**config.mk**
```make
export PLATFORM = sky130hd
export DESIGN_NAME = sevenseg_scan_reader
export DESIGN_NICKNAME = d
export VERILOG_FILES = /design/src/rtl/sevenseg_scan_reader.sv
export SDC_FILE = /design/constraint.sdc
export NUM_CORES = 1
export LEC_CHECK = 0
export BUFFER_PORTS_ARGS = -buffer_cell sky130_fd_sc_hd__buf_2
export CAP_MARGIN = 20
export CORE_UTILIZATION = 29
export CTS_BUF_LIST = sky130_fd_sc_hd__clkbuf_16
export DETAILED_ROUTE_END_ITERATION = 12
export PLACE_DENSITY_LB_ADDON = 0.2
export RECOVER_POWER = 25
export SLEW_MARGIN = 5
export SYNTH_ARGS = -nofsm -noshare
export SYNTH_HDL_FRONTEND = slang
export SYNTH_SLANG_ARGS = --single-unit
```
**constraint.sdc**
```tcl
create_clock -name clk -period 2.37 [get_ports clk]
set_input_delay 0.3555 -clock clk [delete_from_list [all_inputs] [get_ports clk]]
set_output_delay 0.3555 -clock clk [all_outputs]
set_load 0.03 [all_outputs]
```
**src/rtl/sevenseg_scan_reader.sv**
```systemverilog
// Recovers the four digits shown on a multiplexed common-anode 7-segment display
// by sampling its an/seg lines, debouncing each dwell and committing whole frames.
module sevenseg_scan_reader #(
  parameter int STABLE_CYCLES = 4
) (
  input  logic        clk,
  input  logic        reset,
  input  logic [3:0]  an,
  input  logic [6:0]  seg,
  output logic [15:0] digits,
  output logic        valid,
  output logic        frame_done,
  output logic        seg_err,
  output logic        an_err
);

  typedef enum logic [1:0] {IDLE, ACCUM, COMMIT} state_t;

  localparam logic [7:0] CNT_SAT = 8'(STABLE_CYCLES);
  localparam logic [7:0] CAP_AT  = 8'(STABLE_CYCLES - 2);

  state_t      state, state_next;
  logic [3:0]  an_m, an_s, an_p;
  logic [6:0]  seg_m, seg_s, seg_p;
  logic [1:0]  samp_v;
  logic [7:0]  cnt;
  logic [15:0] shadow;
  logic [3:0]  mask, bad;

  logic        same, onehot, blank, illegal, capture, unknown;
  logic [1:0]  slot;
  logic [3:0]  nib, sel, mask_base, bad_base;

  always_comb begin
    unknown = 1'b0;
    nib     = '0;
    case (seg_s)
      7'h3F: nib = 4'h0;
      7'h06: nib = 4'h1;
      7'h5B: nib = 4'h2;
      7'h4F: nib = 4'h3;
      7'h66: nib = 4'h4;
      7'h6D: nib = 4'h5;
      7'h7D: nib = 4'h6;
      7'h07: nib = 4'h7;
      7'h7F: nib = 4'h8;
      7'h6F: nib = 4'h9;
      7'h77: nib = 4'hA;
      7'h7C: nib = 4'hB;
      7'h39: nib = 4'hC;
      7'h5E: nib = 4'hD;
      7'h79: nib = 4'hE;
      7'h71: nib = 4'hF;
      default: unknown = 1'b1;
    endcase
  end

  always_comb begin
    onehot = 1'b0;
    slot   = '0;
    case (an_s)
      4'b1110: begin onehot = 1'b1; slot = 2'd0; end
      4'b1101: begin onehot = 1'b1; slot = 2'd1; end
      4'b1011: begin onehot = 1'b1; slot = 2'd2; end
      4'b0111: begin onehot = 1'b1; slot = 2'd3; end
      default: ;
    endcase
    blank   = (an_s == 4'hF);
    illegal = !onehot && !blank;
    same    = ({an_s, seg_s} == {an_p, seg_p});
    // Capture on the edge that moves the counter to STABLE_CYCLES-1; samp_v masks
    // the cleared synchronizer contents that follow reset.
    capture = samp_v[1] && same && (cnt == CAP_AT) && onehot;
    sel     = capture ? 4'(4'b0001 << slot) : '0;
    mask_base = (state == COMMIT) ? '0 : mask;
    bad_base  = (state == COMMIT) ? '0 : bad;
  end

  always_comb begin
    state_next = state;
    case (state)
      IDLE:    if (capture) state_next = ACCUM;
      ACCUM:   if (mask == 4'hF) state_next = COMMIT;
      COMMIT:  state_next = ACCUM;
      default: state_next = IDLE;
    endcase
  end

  always_ff @(posedge clk) begin
    if (reset) state <= IDLE;
    else       state <= state_next;
  end

  always_ff @(posedge clk) begin
    if (reset) begin
      an_m       <= '0;
      an_s       <= '0;
      an_p       <= '0;
      seg_m      <= '0;
      seg_s      <= '0;
      seg_p      <= '0;
      samp_v     <= '0;
      cnt        <= '0;
      shadow     <= '0;
      mask       <= '0;
      bad        <= '0;
      digits     <= '0;
      valid      <= 1'b0;
      frame_done <= 1'b0;
      seg_err    <= 1'b0;
      an_err     <= 1'b0;
    end else begin
      an_m   <= an;
      an_s   <= an_m;
      an_p   <= an_s;
      seg_m  <= seg;
      seg_s  <= seg_m;
      seg_p  <= seg_s;
      samp_v <= {samp_v[0], 1'b1};

      if (!same)              cnt <= '0;
      else if (cnt != CNT_SAT) cnt <= cnt + 8'd1;

      if (capture) shadow[{slot, 2'b00} +: 4] <= nib;
      mask <= mask_base | sel;
      bad  <= (bad_base & ~sel) | (unknown ? sel : '0);

      frame_done <= 1'b0;
      if (state == COMMIT) begin
        digits     <= shadow;
        valid      <= 1'b1;
        frame_done <= 1'b1;
        seg_err    <= |bad;
      end

      if (samp_v[1] && illegal) an_err <= 1'b1;
    end
  end

endmodule

```
==> After elaboration in Yosys (flattened, before gate mapping) <==
Cells that the tools add are included.
{ "totals": {"reg_bits": 89, "latchBits": 0, "ramBits": 0, "mem_bits_ro": 0, "input_bits": 13, "output_inout_bits": 20, "wordCells": 83, "mem_count": 0} }
{ "op_classes": {"n_addsub": 2, "n_mul": 0, "div_mod_pow": 0, "n_lt_le_gt_ge": 0, "eq_ne": 29, "shifts": 3, "n_mux": 13, "n_bitwise": 5, "n_reduce_logical": 13} }
{ "op_table": {"columns": ["cell", "count"], "rows": [
  ["7-bit equality test (second input constant)", 12],
  ["4-bit one-hot mux with 15 select lines", 1],
  ["4-bit equality test (second input constant)", 5],
  ["16-bit bitwise mux", 1],
  ["4-bit 2-to-1 mux", 4],
  ["16-bit OR reduction", 1],
  ["4-bit by 6-bit variable shift with 16-bit output (first input constant)", 1],
  ["4-bit by 6-bit variable part select with 16-bit output", 1],
  ["7-bit by 3-bit equality test with 1-bit output (second input constant)", 2],
  ["7-bit by 6-bit equality test with 1-bit output (second input constant)", 2],
  ["2-bit one-hot mux with 3 select lines", 2],
  ["11-bit equality test", 1],
  ["8-bit by 1-bit adder with 8-bit output (second input constant)", 1],
  ["8-bit by 2-bit equality test with 1-bit output (second input constant)", 1],
  ["8-bit by 3-bit != test with 1-bit output (second input constant)", 1],
  ["4-bit OR", 2],
  ["4-bit OR reduction", 2],
  ["4-bit negator with 6-bit output", 1],
  ["1-bit logical AND", 5],
  ["4-bit AND", 1],
  ["4-bit by 3-bit equality test with 1-bit output (second input constant)", 1],
  ["2-bit 2-to-1 mux", 2],
  ["2-bit != test (second input constant)", 2],
  ["4-bit inverter", 1],
  ["9 further kinds", 12]
]} }

==> Depth between registers and ports, before layout <==
Gate-level depths: netlist (run 1).
{ "logic_depth": {"word_depth": 8, "ltp_mapped": 10, "mapped_depth_nobuf": 8} }

==> Worst setup path after synthesis (run 1) <==
No wires, ideal clock.
{ "synth_timing": {"kind": "reg-to-reg", "startpoint": "register an_s[3]", "endpoint": "register shadow[9]", "setup_time_ns": 0.072, "arrival_time_ns": 2.012, "required_time_ns": 2.298, "setup_slack_ns": 0.286, "stages_incl_launch_ff": 10, "n_path_buf": 2, "synth_period_minus_slack_ns": 2.084, "path_cell_list": "dfxtp_1 -> buf_2 -> xor2_1 -> and3_1 -> clkbuf_1 -> inv_1 -> ha_1 -> nor4_2 -> o21ai_0 -> mux2i_1"} }
{ "synth_between": {"elab_chain_len": 5, "word_cells_on_any_way": 15, "classes_between": "add/sub (1); eq/ne (5); shift (2); mux (3); reduce/logical (4)"} }
{ "synth_rtl": {"columns": ["element", "line_no", "text"], "rows": [
  ["start: declaration", "23", "logic [3:0] an_m, an_s, an_p;"],
  ["start signal: assignment", "114", "an_s <= an_m;"],
  ["4-bit by 3-bit equality test with 1-bit output / 4-bit equality test (equally long branches)", "61", "case (an_s)"],
  ["2-bit one-hot mux with 3 select lines", "61", null],
  ["4-bit negator with 6-bit output", "124", "if (capture) shadow[{slot, 2'b00} +: 4] <= nib;"],
  ["4-bit by 6-bit variable part select with 16-bit output / 4-bit by 6-bit variable shift with 16-bit output (equally long branches)", "124", null],
  ["16-bit bitwise mux", "124", null],
  ["end signal: indexed assignment", "124", null],
  ["end: declaration", "27", "logic [15:0] shadow;"]
]} }
Parallel ways exist; a longest one is shown, timed or not.
A chain may end at the register's enable or synchronous reset.

==> Final worst setup path (run 1) <==
{ "layout_timing": {"startpoint": "register cnt[0]", "endpoint": "register shadow[1]"} }
{ "layout_between": {"elab_chain_len": 3} }
{ "layout_rtl": {"columns": ["element", "line_no", "text"], "rows": [
  ["start: declaration", "26", "logic [7:0] cnt;"],
  ["start signal: assignment", "122", "else if (cnt != CNT_SAT) cnt <= cnt + 8'd1;"],
  ["8-bit by 2-bit equality test with 1-bit output", "73", "capture = samp_v[1] && same && (cnt == CAP_AT) && onehot;"],
  ["1-bit logical AND (2 in a row)", "73", null]
]} }
Every way passes these cells.

==> flow_metrics.py, run 1 <==
metrics = {
    "detailed_routing": {
        "vias_per_cell": 4.48,
        "drt-total-wl_um": 7550,
        "drt_pre_antenna_iters": 4,
        "drc": 0,
        "ant_nets": 0,
        "drtIter0Drc": 97,
        "vias": 2759,
        "wl_per_cell_um": 12.3,
    },
    "cells_and_area": {
        "drive_above_1_share": 0.128,
        "fillCellCount": 1343,
        "fin_nets": 461,
        "design_area_um2": 4390,
        "n_antenna_cell": 0,
        "multi_input_area_um2": 1860,
        "area_delta_synth_final_pct": 13.9,
        "regArea_um2": 1780,
        "fin_cells": 616,
    },
    "placement": {
        "placed_area_um2": 4160,
        "dp_cells": 600,
        "portBuffers": 32,
        "gp_congestion": 0.791,
        "hpwlAfterDp_um": 5220,
    },
    "timing": {
        "fin_setup_tns_ps": 0,
        "period_share": 0.877,
        "fin_worst_hold_slack_ps": 217,
        "setup_viol": 0,
        "min_period_ps": 2080,
        "slew_viol_final": 0,
        "worst_clock_skew_ps": 7.41,
        "fmax_ghz": 0.481,
        "worst_pin_slew_ps": 932,
        "hold_viol_final": 0,
        "slew_headroom": 0.379,
        "rsz0062_at_grt": "no",
    },
    "power_and_ir_drop": {
        "p_per_area_nw_per_um2": 674,
        "p_total_mw": 2.96,
        "max-vdd-ir-drop_mv": 0.288,
        "power_leakage_nw": 1.57,
    },
    "global_routing": {
        "grt_pass1_wl_um": 12600,
        "grt_pass1_vias": 2579,
        "grt_use_met1": 0.151,
        "grt_max_degree": 45,
        "grt_util_met2": 0.191,
        "grt_util_met3": 0.0391,
        "overflow": 0,
        "busiest_layer": "met2",
        "grt_antenna_before_repair": 0,
        "grtUsageTotal": 0.121,
    },
    "worst_setup_path": {
        "crit_fanout": 6,
        "critPathArrivalTime_ps": 2350,
        "critPathCaptureType": "flop",
        "worstPathRequired_ps": 2640,
        "cp-start-kind": "flop",
        "critical_path_class": "reg2reg",
    },
    "synth": {
        "synth-seq-cells": 89,
        "yosys.area.top_type": "dfxtp_1",
        "ys_async_sr_fraction": 0,
        "synth.area.top_cells": "dfxtp_1, nand2_1, nor2b_1, mux2i_1, ha_1",
        "yosys_warnings": 0,
        "syn_avg_cell_area_um2": 9.29,
        "ys_seq_area_frac": 0.462,
        "synth_ff_type": "dfxtp_1",
        "synth_nets": 437,
        "syn-cell-area_um2": 3850,
        "synth_edf_count": 0,
        "ys_types": 56,
        "synthCells": 415,
        "synth.top_cell.area_share": 0.462,
    },
    "floorplanning": {
        "row_count": 41,
        "io_pins": 33,
        "die_w_um": 117,
        "core_area_um2": 12800,
        "die-height_um": 117,
        "start_util": 0.302,
        "dieArea_um2": 13800,
    },
    "clock_network": {
        "clkSlewWorstSetupHoldPaths_ps": 60,
        "cts_setup_buffers": 0,
        "cts_tree": "done",
        "clkLatencyLatePin_ps": 340,
        "cts_buffers": 9,
        "cts-resized-gates": 0,
        "htreeDepth": 3,
        "holdBufCountCts": 0,
        "cts_sinks": 89,
        "cts_buffer_depth": 2,
        "cts-root-buf": "clkbuf_16",
    },
    "min_path": {
        "holdCritPathClass": "in2reg",
    },
    "run_status": {
        "status": "finished, final reports clean",
    },
    "flow_run": {
        "drv_cap": 0,
    },
}
==> cell type report <==
class                           instances  share of cell area
Sequential cell                        89               0.406
Timing Repair Buffer                   46              0.0536
Clock inverter                          7             0.00883
Clock buffer                            9              0.0513
Tap cell                              172              0.0490
Inverter                               10             0.00855
Multi-Input combinational cell        283               0.423
==> where the power goes <==
part	total (mW)	switching, mW	internal, mW
clock network	1.29	0.587	0.699
registers	1.54	0.0219	1.52
logic	0.131	0.0726	0.0586
==> critical path: stages (launching register included) <==
cell     delay, ps
dfxtp_1        360
inv_1          100
ha_1           150
nor4b_1        190
and4b_1        270
nor4b_4        310
and3_1         410
mux2i_1        220
==> final timing paths <==
kind	from	endpoint	slack [ps]	cells after the start
max	cnt[0]	shadow[1]	290	7
min	seg[2]	seg_m[2]	220	2
max reg2reg	cnt[0]	shadow[1]	290	7
min reg2reg	an_m[3]	an_s[3]	440	1
==> cell usage in the layout, fill, tap and decap left out, drive strengths merged, types with 2 or more instances in the layout <==
master / n
nand2b: 3
mux2i: 17
nand3: 11
nand4b: 5
or4: 3
nor3b: 3
nand4: 7
buf: 26
xor2: 8
clkinv: 5
and3: 9
inv: 11
clkbuf: 29
a311o: 3
a32oi: 3
nand2: 67
ha: 9
nor2b: 35
a211oi: 5
nor4b: 3
nor3: 4
or4b: 2
xnor2: 14
or3: 5
dfxtp: 89
nor2: 22
o21ai: 7
a21oi: 22
==> per-stage QoR <==
step	util	setup slack [ps]
finish	0.344	290
CTS	0.346	270
detailed placement	0.325	288
global placement	0.325	323
global route	0.344	114
floorplan	-	286
==> cells in the mapped netlist, drive strengths merged, types with 2 or more instances <==
| master | count |
|---|---|
| and3 | 9 |
| clkbuf | 16 |
| mux2i | 17 |
| a211oi | 5 |
| nand2 | 67 |
| inv | 10 |
| nor3 | 4 |
| nand4b | 5 |
| nand4 | 7 |
| a32oi | 3 |
| or4b | 2 |
| xnor2 | 14 |
| buf | 17 |
| nor4b | 3 |
| a311o | 3 |
| nor2b | 35 |
| nor3b | 3 |
| xor2 | 8 |
| nand2b | 3 |
| nor2 | 22 |
| dfxtp | 89 |
| a21oi | 22 |
| ha | 9 |
| or4 | 3 |
| nand3 | 11 |
| o21ai | 7 |
| or3 | 5 |
==> metal layers <==
metal,share of wire,up-vias
met5,0,-
met4,0.016,0
met3,0.037,9
met2,0.44,44
met1,0.50,1258
li1,-,1448
==> state kept, by name (all words and copies together), names as in the netlist, 4 cells and up <==
name,cells
digits,16
shadow,16
cnt,8
seg_m,7
seg_p,7
seg_s,7
an_m,4
an_p,4
an_s,4
bad,4
mask,4
==> kinds of logic after synthesis <==
group | synth area share
AND/OR/NAND/NOR | 0.268
flip-flops | 0.462
AO/OA/AOI/OAI | 0.0805
buffers and inverters | 0.0558
XOR/XNOR | 0.0578
multiplexers | 0.0441
adder cells (fa/ha/maj) | 0.0318
No activity file was read; power rests on OpenSTA's default activity.
==> inputs of run 2 (changes only) <==
- REMOVE_ABC_BUFFERS: default -> 1
- SETUP_SLACK_MARGIN: default -> 0.02
==> run 2 against run 1 <==
Global-route usage increased by 0.26 points. Largest cell class unchanged. Final cell count increased by 0.16%. Worst hold slack improved by 6.0 ps. Clock power increased by 4%. Design area increased by 0.97%. Critical path depth unchanged. Maximum frequency decreased by 1.8%. Register-to-register slack got worse by 40 ps.
==> flow_metrics.py, run 2 (same netlist as run 1, synthesis figures left out) <==
metrics = {
    "placement": {
        "placed_area_um2": 4160,
        "portBuffers": 32,
        "post-place-ws_ps": 202,
        "hpwlAfterDp_um": 5240,
        "gp_congestion": 0.755,
        "dp_cells": 600,
    },
    "clock_network": {
        "cts_buffer_depth": 2,
        "cts_sinks": 89,
        "htreeDepth": 3,
        "cts-root-buf": "clkbuf_16",
        "cts_tree": "done",
        "cts_buffers": 9,
        "holdBufCountCts": 0,
        "clkLatencyLatePin_ps": 340,
        "clkSlewWorstSetupHoldPaths_ps": 60,
    },
    "floorplanning": {
        "core_area_um2": 12800,
        "die_w_um": 117,
        "dieArea_um2": 13800,
        "start_util": 0.302,
        "io_pins": 33,
        "row_count": 41,
        "die-height_um": 117,
    },
    "cells_and_area": {
        "drive_above_1_share": 0.164,
        "final_cell_mix": "dfxtp_1, nand2_1, nor2b_1",
        "largestRegisters": "digits: 16 flops, shadow: 16 flops, cnt: 8 flops",
        "design_area_um2": 4430,
        "final_common_cell": "dfxtp_1",
        "area_delta_synth_final_pct": 15.0,
        "n_antenna_cell": 0,
        "fin_nets": 462,
        "fin_cells": 617,
    },
    "min_path": {
        "holdCritPathClass": "in2reg",
    },
    "worst_setup_path": {
        "cp-start-kind": "flop",
        "crit_path_max_incr_delay_ps": 500,
        "critical_path_class": "reg2reg",
        "cp_slowest_cell": "dfxtp_1",
        "critPathCaptureType": "flop",
        "crit_buf_inv": 1,
        "path_cells": "xor2_1 > and3_1 > inv_1 > ha_1 > nor3b_1 > nand2_1 > mux2i_1",
        "worstPathRequired_ps": 2630,
        "critPathArrivalTime_ps": 2380,
        "cp_top_family": "simple AND/OR/NAND/NOR gates",
        "crit_fanout": 7,
    },
    "timing": {
        "period_share": 0.894,
        "slew_headroom": 0.334,
        "postLayoutSetupSlackWorst_ps": 252,
        "rsz0062_at_grt": "no",
        "min_period_ps": 2120,
        "fmax_ghz": 0.472,
        "setup_viol": 0,
        "fin_setup_tns_ps": 0,
        "slew_viol_final": 0,
        "worst_clock_skew_ps": 4.25,
        "worst_pin_slew_ps": 999,
        "hold_viol_final": 0,
    },
    "global_routing": {
        "grt_max_degree": 24,
        "grt_antenna_before_repair": 0,
        "overflow": 0,
        "grtUsageTotal": 0.124,
        "grt_pass1_wl_um": 13000,
        "grt_pass1_vias": 2730,
    },
    "detailed_routing": {
        "drt-total-wl_um": 7440,
        "vias": 2761,
        "drtIter0Drc": 98,
        "vias_per_cell": 4.47,
        "ant_nets": 0,
        "drc": 0,
        "wl_per_cell_um": 12.1,
        "drt_pre_antenna_iters": 4,
    },
    "power_and_ir_drop": {
        "pwr-share-comb": 0.044,
        "p_per_area_nw_per_um2": 679,
        "intPower_mw": 2.38,
        "power_leakage_nw": 1.66,
        "p_clk_frac": 0.444,
        "max-vdd-ir-drop_mv": 0.359,
        "power.net_switching_uw": 636,
        "swShare": 0.211,
        "pwr-share-seq": 0.512,
    },
    "flow_run": {
        "drv_cap": 0,
    },
    "run_status": {
        "status": "finished, final reports clean",
    },
}
==> run 2: changes by cell type in the layout (fill, tap and decap cells not counted), sizes merged <==
cell / before / now
clkinv: 5 / 4
clkinvlp: 1 / 0
inv: 11 / 12
bufinv: 0 / 1
buf: 26 / 43
clkbuf: 29 / 13
==> run 2: final cells by class <==
type / instances / area [um^2]
fill: 1347 / 8340
multi-input combinational: 283 / 1860
sequential: 89 / 1780
timing repair buffer: 47 / 260
clock buffer: 9 / 225
tap: 172 / 215
clock inverter: 7 / 53.8
inverter: 10 / 37.5
==> run 2: worst reg2reg max path, stage by stage (launching register included) <==
cell	delay (ps)
dfxtp_1	500
xor2_1	170
and3_1	210
inv_1	90
ha_1	350
nor3b_1	440
nand2_1	130
mux2i_1	160
==> run 2: power groups by stage <==
stage	registers [mW]	logic, mW	clock network, mW
global route	1.54	0.149	1.46
global placement	1.58	0.135	0
finish	1.54	0.132	1.34
detailed placement	1.58	0.136	0
CTS	1.54	0.137	1.38
floorplan	1.58	0.0697	0
==> run 2: per-stage QoR <==
stage	utilization	hold slack [ps]	total power [mW]
4_1_cts	0.347	212	3.06
5_1_grt	0.347	215	3.15
3_3_place_gp	0.325	419	1.71
2_1_floorplan	-	414	1.65
3_5_place_dp	0.325	424	1.71
6_report	0.347	223	3.01
==> run 2: final timing paths <==
kind,startpoint,to,slack [ps],depth (start not counted)
max,an_s[1],shadow[3],250,7
max reg2reg,an_s[1],shadow[3],250,7
min reg2reg,an_m[1],an_s[1],440,1
min,an[1],an_m[1],220,2
==> run 2: what timing repair did <==
action / CTS / global route
gates resized for setup: 0 / 2
setup endpoints to repair: 0 / 11
setup buffers: 0 / 1
==> run 2: layer usage <==
layer	global-route usage	wire length [um]	up-vias
li1	-	-	1445
met1	0.157	3670	1263
met2	0.195	3370	41
met3	0.0355	262	12
met4	0.0540	129	0
met5	0	0	-
==> inputs of run 3 (changes only) <==
- CORE_UTILIZATION: 29 -> 45
==> run 3 against run 2 <==
Count of clock-buffer cells in the layout did not move. Global-route usage up 4.8 points. Setup slack worse by 57 ps. Critical path type unchanged. Largest cell class unchanged.
==> flow_metrics.py, run 3 (same netlist as run 1, synthesis figures left out) <==
metrics = {
    "global_routing": {
        "grt_pass1_wl_um": 11800,
        "grt_max_degree": 30,
        "overflow": 0,
        "grt_pass1_vias": 2466,
        "grt_antenna_before_repair": 0,
        "grtUsageTotal": 0.171,
    },
    "worst_setup_path": {
        "r2r_slack_ps": 200,
        "reg2reg_depth": 7,
        "critPathArrivalTime_ps": 2440,
        "worstPathRequired_ps": 2630,
        "r2r-start": "cnt[0]",
        "critical_path_class": "reg2reg",
        "critPathCaptureType": "flop",
        "critPathLaunch": "cnt[0]",
        "crit_fanout": 7,
        "cp-start-kind": "flop",
    },
    "placement": {
        "dp_cells": 531,
        "hpwlAfterDp_um": 4710,
        "portBuffers": 32,
        "gp_congestion": 0.763,
    },
    "timing": {
        "fin_worst_hold_slack_ps": 219,
        "fin_setup_tns_ps": 0,
        "slew_viol_final": 0,
        "worst_clock_skew_ps": 4.19,
        "fmax_ghz": 0.460,
        "slew_headroom": 0.344,
        "setup_viol": 0,
        "hold_viol_final": 0,
        "worst_pin_slew_ps": 984,
        "rsz0062_at_grt": "no",
        "period_share": 0.918,
        "min_period_ps": 2170,
    },
    "cells_and_area": {
        "largestRegisters": "digits: 16 flops, shadow: 16 flops, cnt: 8 flops",
        "drive_above_1_share": 0.172,
        "area_delta_synth_final_pct": 13.6,
        "fin_nets": 459,
        "n_antenna_cell": 0,
        "final_cell_mix": "dfxtp_1, nand2_1, nor2b_1",
        "final_common_cell": "dfxtp_1",
        "fin_cells": 547,
    },
    "run_status": {
        "status": "finished, final reports clean",
    },
    "power_and_ir_drop": {
        "pwr-share-comb": 0.040,
        "pwr-share-seq": 0.481,
        "power.net_switching_uw": 699,
        "p_per_area_nw_per_um2": 733,
        "power_leakage_nw": 1.66,
        "intPower_mw": 2.51,
        "swShare": 0.218,
        "max-vdd-ir-drop_mv": 0.375,
        "p_clk_frac": 0.479,
    },
    "clock_network": {
        "cts_tree": "done",
        "cts_sinks": 89,
        "cts_buffer_depth": 2,
        "holdBufCountCts": 0,
        "cts-root-buf": "clkbuf_16",
        "htreeDepth": 3,
        "cts_buffers": 9,
        "cts-resized-gates": 0,
        "clkLatencyLatePin_ps": 340,
        "cts_setup_buffers": 0,
        "clkSlewWorstSetupHoldPaths_ps": 60,
    },
    "detailed_routing": {
        "vias_per_cell": 5.06,
        "drt_pre_antenna_iters": 4,
        "drtIter0Drc": 104,
        "ant_nets": 0,
        "drt-total-wl_um": 6850,
        "vias": 2766,
        "drc": 0,
        "wl_per_cell_um": 12.5,
    },
    "flow_run": {
        "drv_cap": 0,
    },
    "min_path": {
        "holdCritPathClass": "in2reg",
        "min_from": "seg[3]",
        "holdPathStages": 2,
    },
    "floorplanning": {
        "die-height_um": 94.6,
        "die_w_um": 94.6,
        "core_area_um2": 8260,
        "dieArea_um2": 8940,
        "row_count": 33,
        "io_pins": 33,
        "start_util": 0.467,
    },
}
## run 3: final timing paths
check / to
worst max register to register: shadow[14]
worst min-delay path: seg_m[3]
worst min register to register: an_s[2]
worst max-delay path: shadow[14]
## run 3: area by class of cell
class | count | area, um^2
clock buffers | 9 | 225
clock inverters | 7 | 100
fillers | 792 | 3880
inverters | 10 | 37.5
multi-input cells | 283 | 1860
flip-flops and latches | 89 | 1780
well taps | 105 | 131
repair buffers | 44 | 246
## run 3: power groups by stage
stage	clock, mW	sequential, mW	combinational (mW)
global route	1.63	1.55	0.145
floorplan	0	1.58	0.0697
CTS	1.57	1.54	0.132
detailed placement	0	1.58	0.131
finish	1.54	1.54	0.129
global placement	0	1.58	0.130
## run 3: worst max-delay path, stage by stage (launching register included)
cell     delay, ps
dfxtp_1        360
inv_1          100
ha_1           170
nor4b_1        200
and4b_1        250
nor4b_4        370
and3_1         400
mux2i_1        240
## run 3: stage by stage
stage / util / instance area, um^2 / power, mW / setup WS (ps)
2_1_floorplan: - / 3680 / 1.65 / 363
3_3_place_gp: 0.492 / 4060 / 1.71 / 299
3_5_place_dp: 0.492 / 4060 / 1.71 / 197
4_1_cts: 0.531 / 4380 / 3.25 / 168
5_1_grt: 0.530 / 4380 / 3.32 / 32.7
6_report: 0.530 / 4380 / 3.21 / 195
## run 3: routing by layer
| layer | wire length, um | global-route usage |
|---|---|---|
| met1 | 3480 | 0.223 |
| met2 | 3060 | 0.274 |
| met3 | 171 | 0.0314 |
| met4 | 144 | 0.0833 |
| met5 | 0 | 0 |
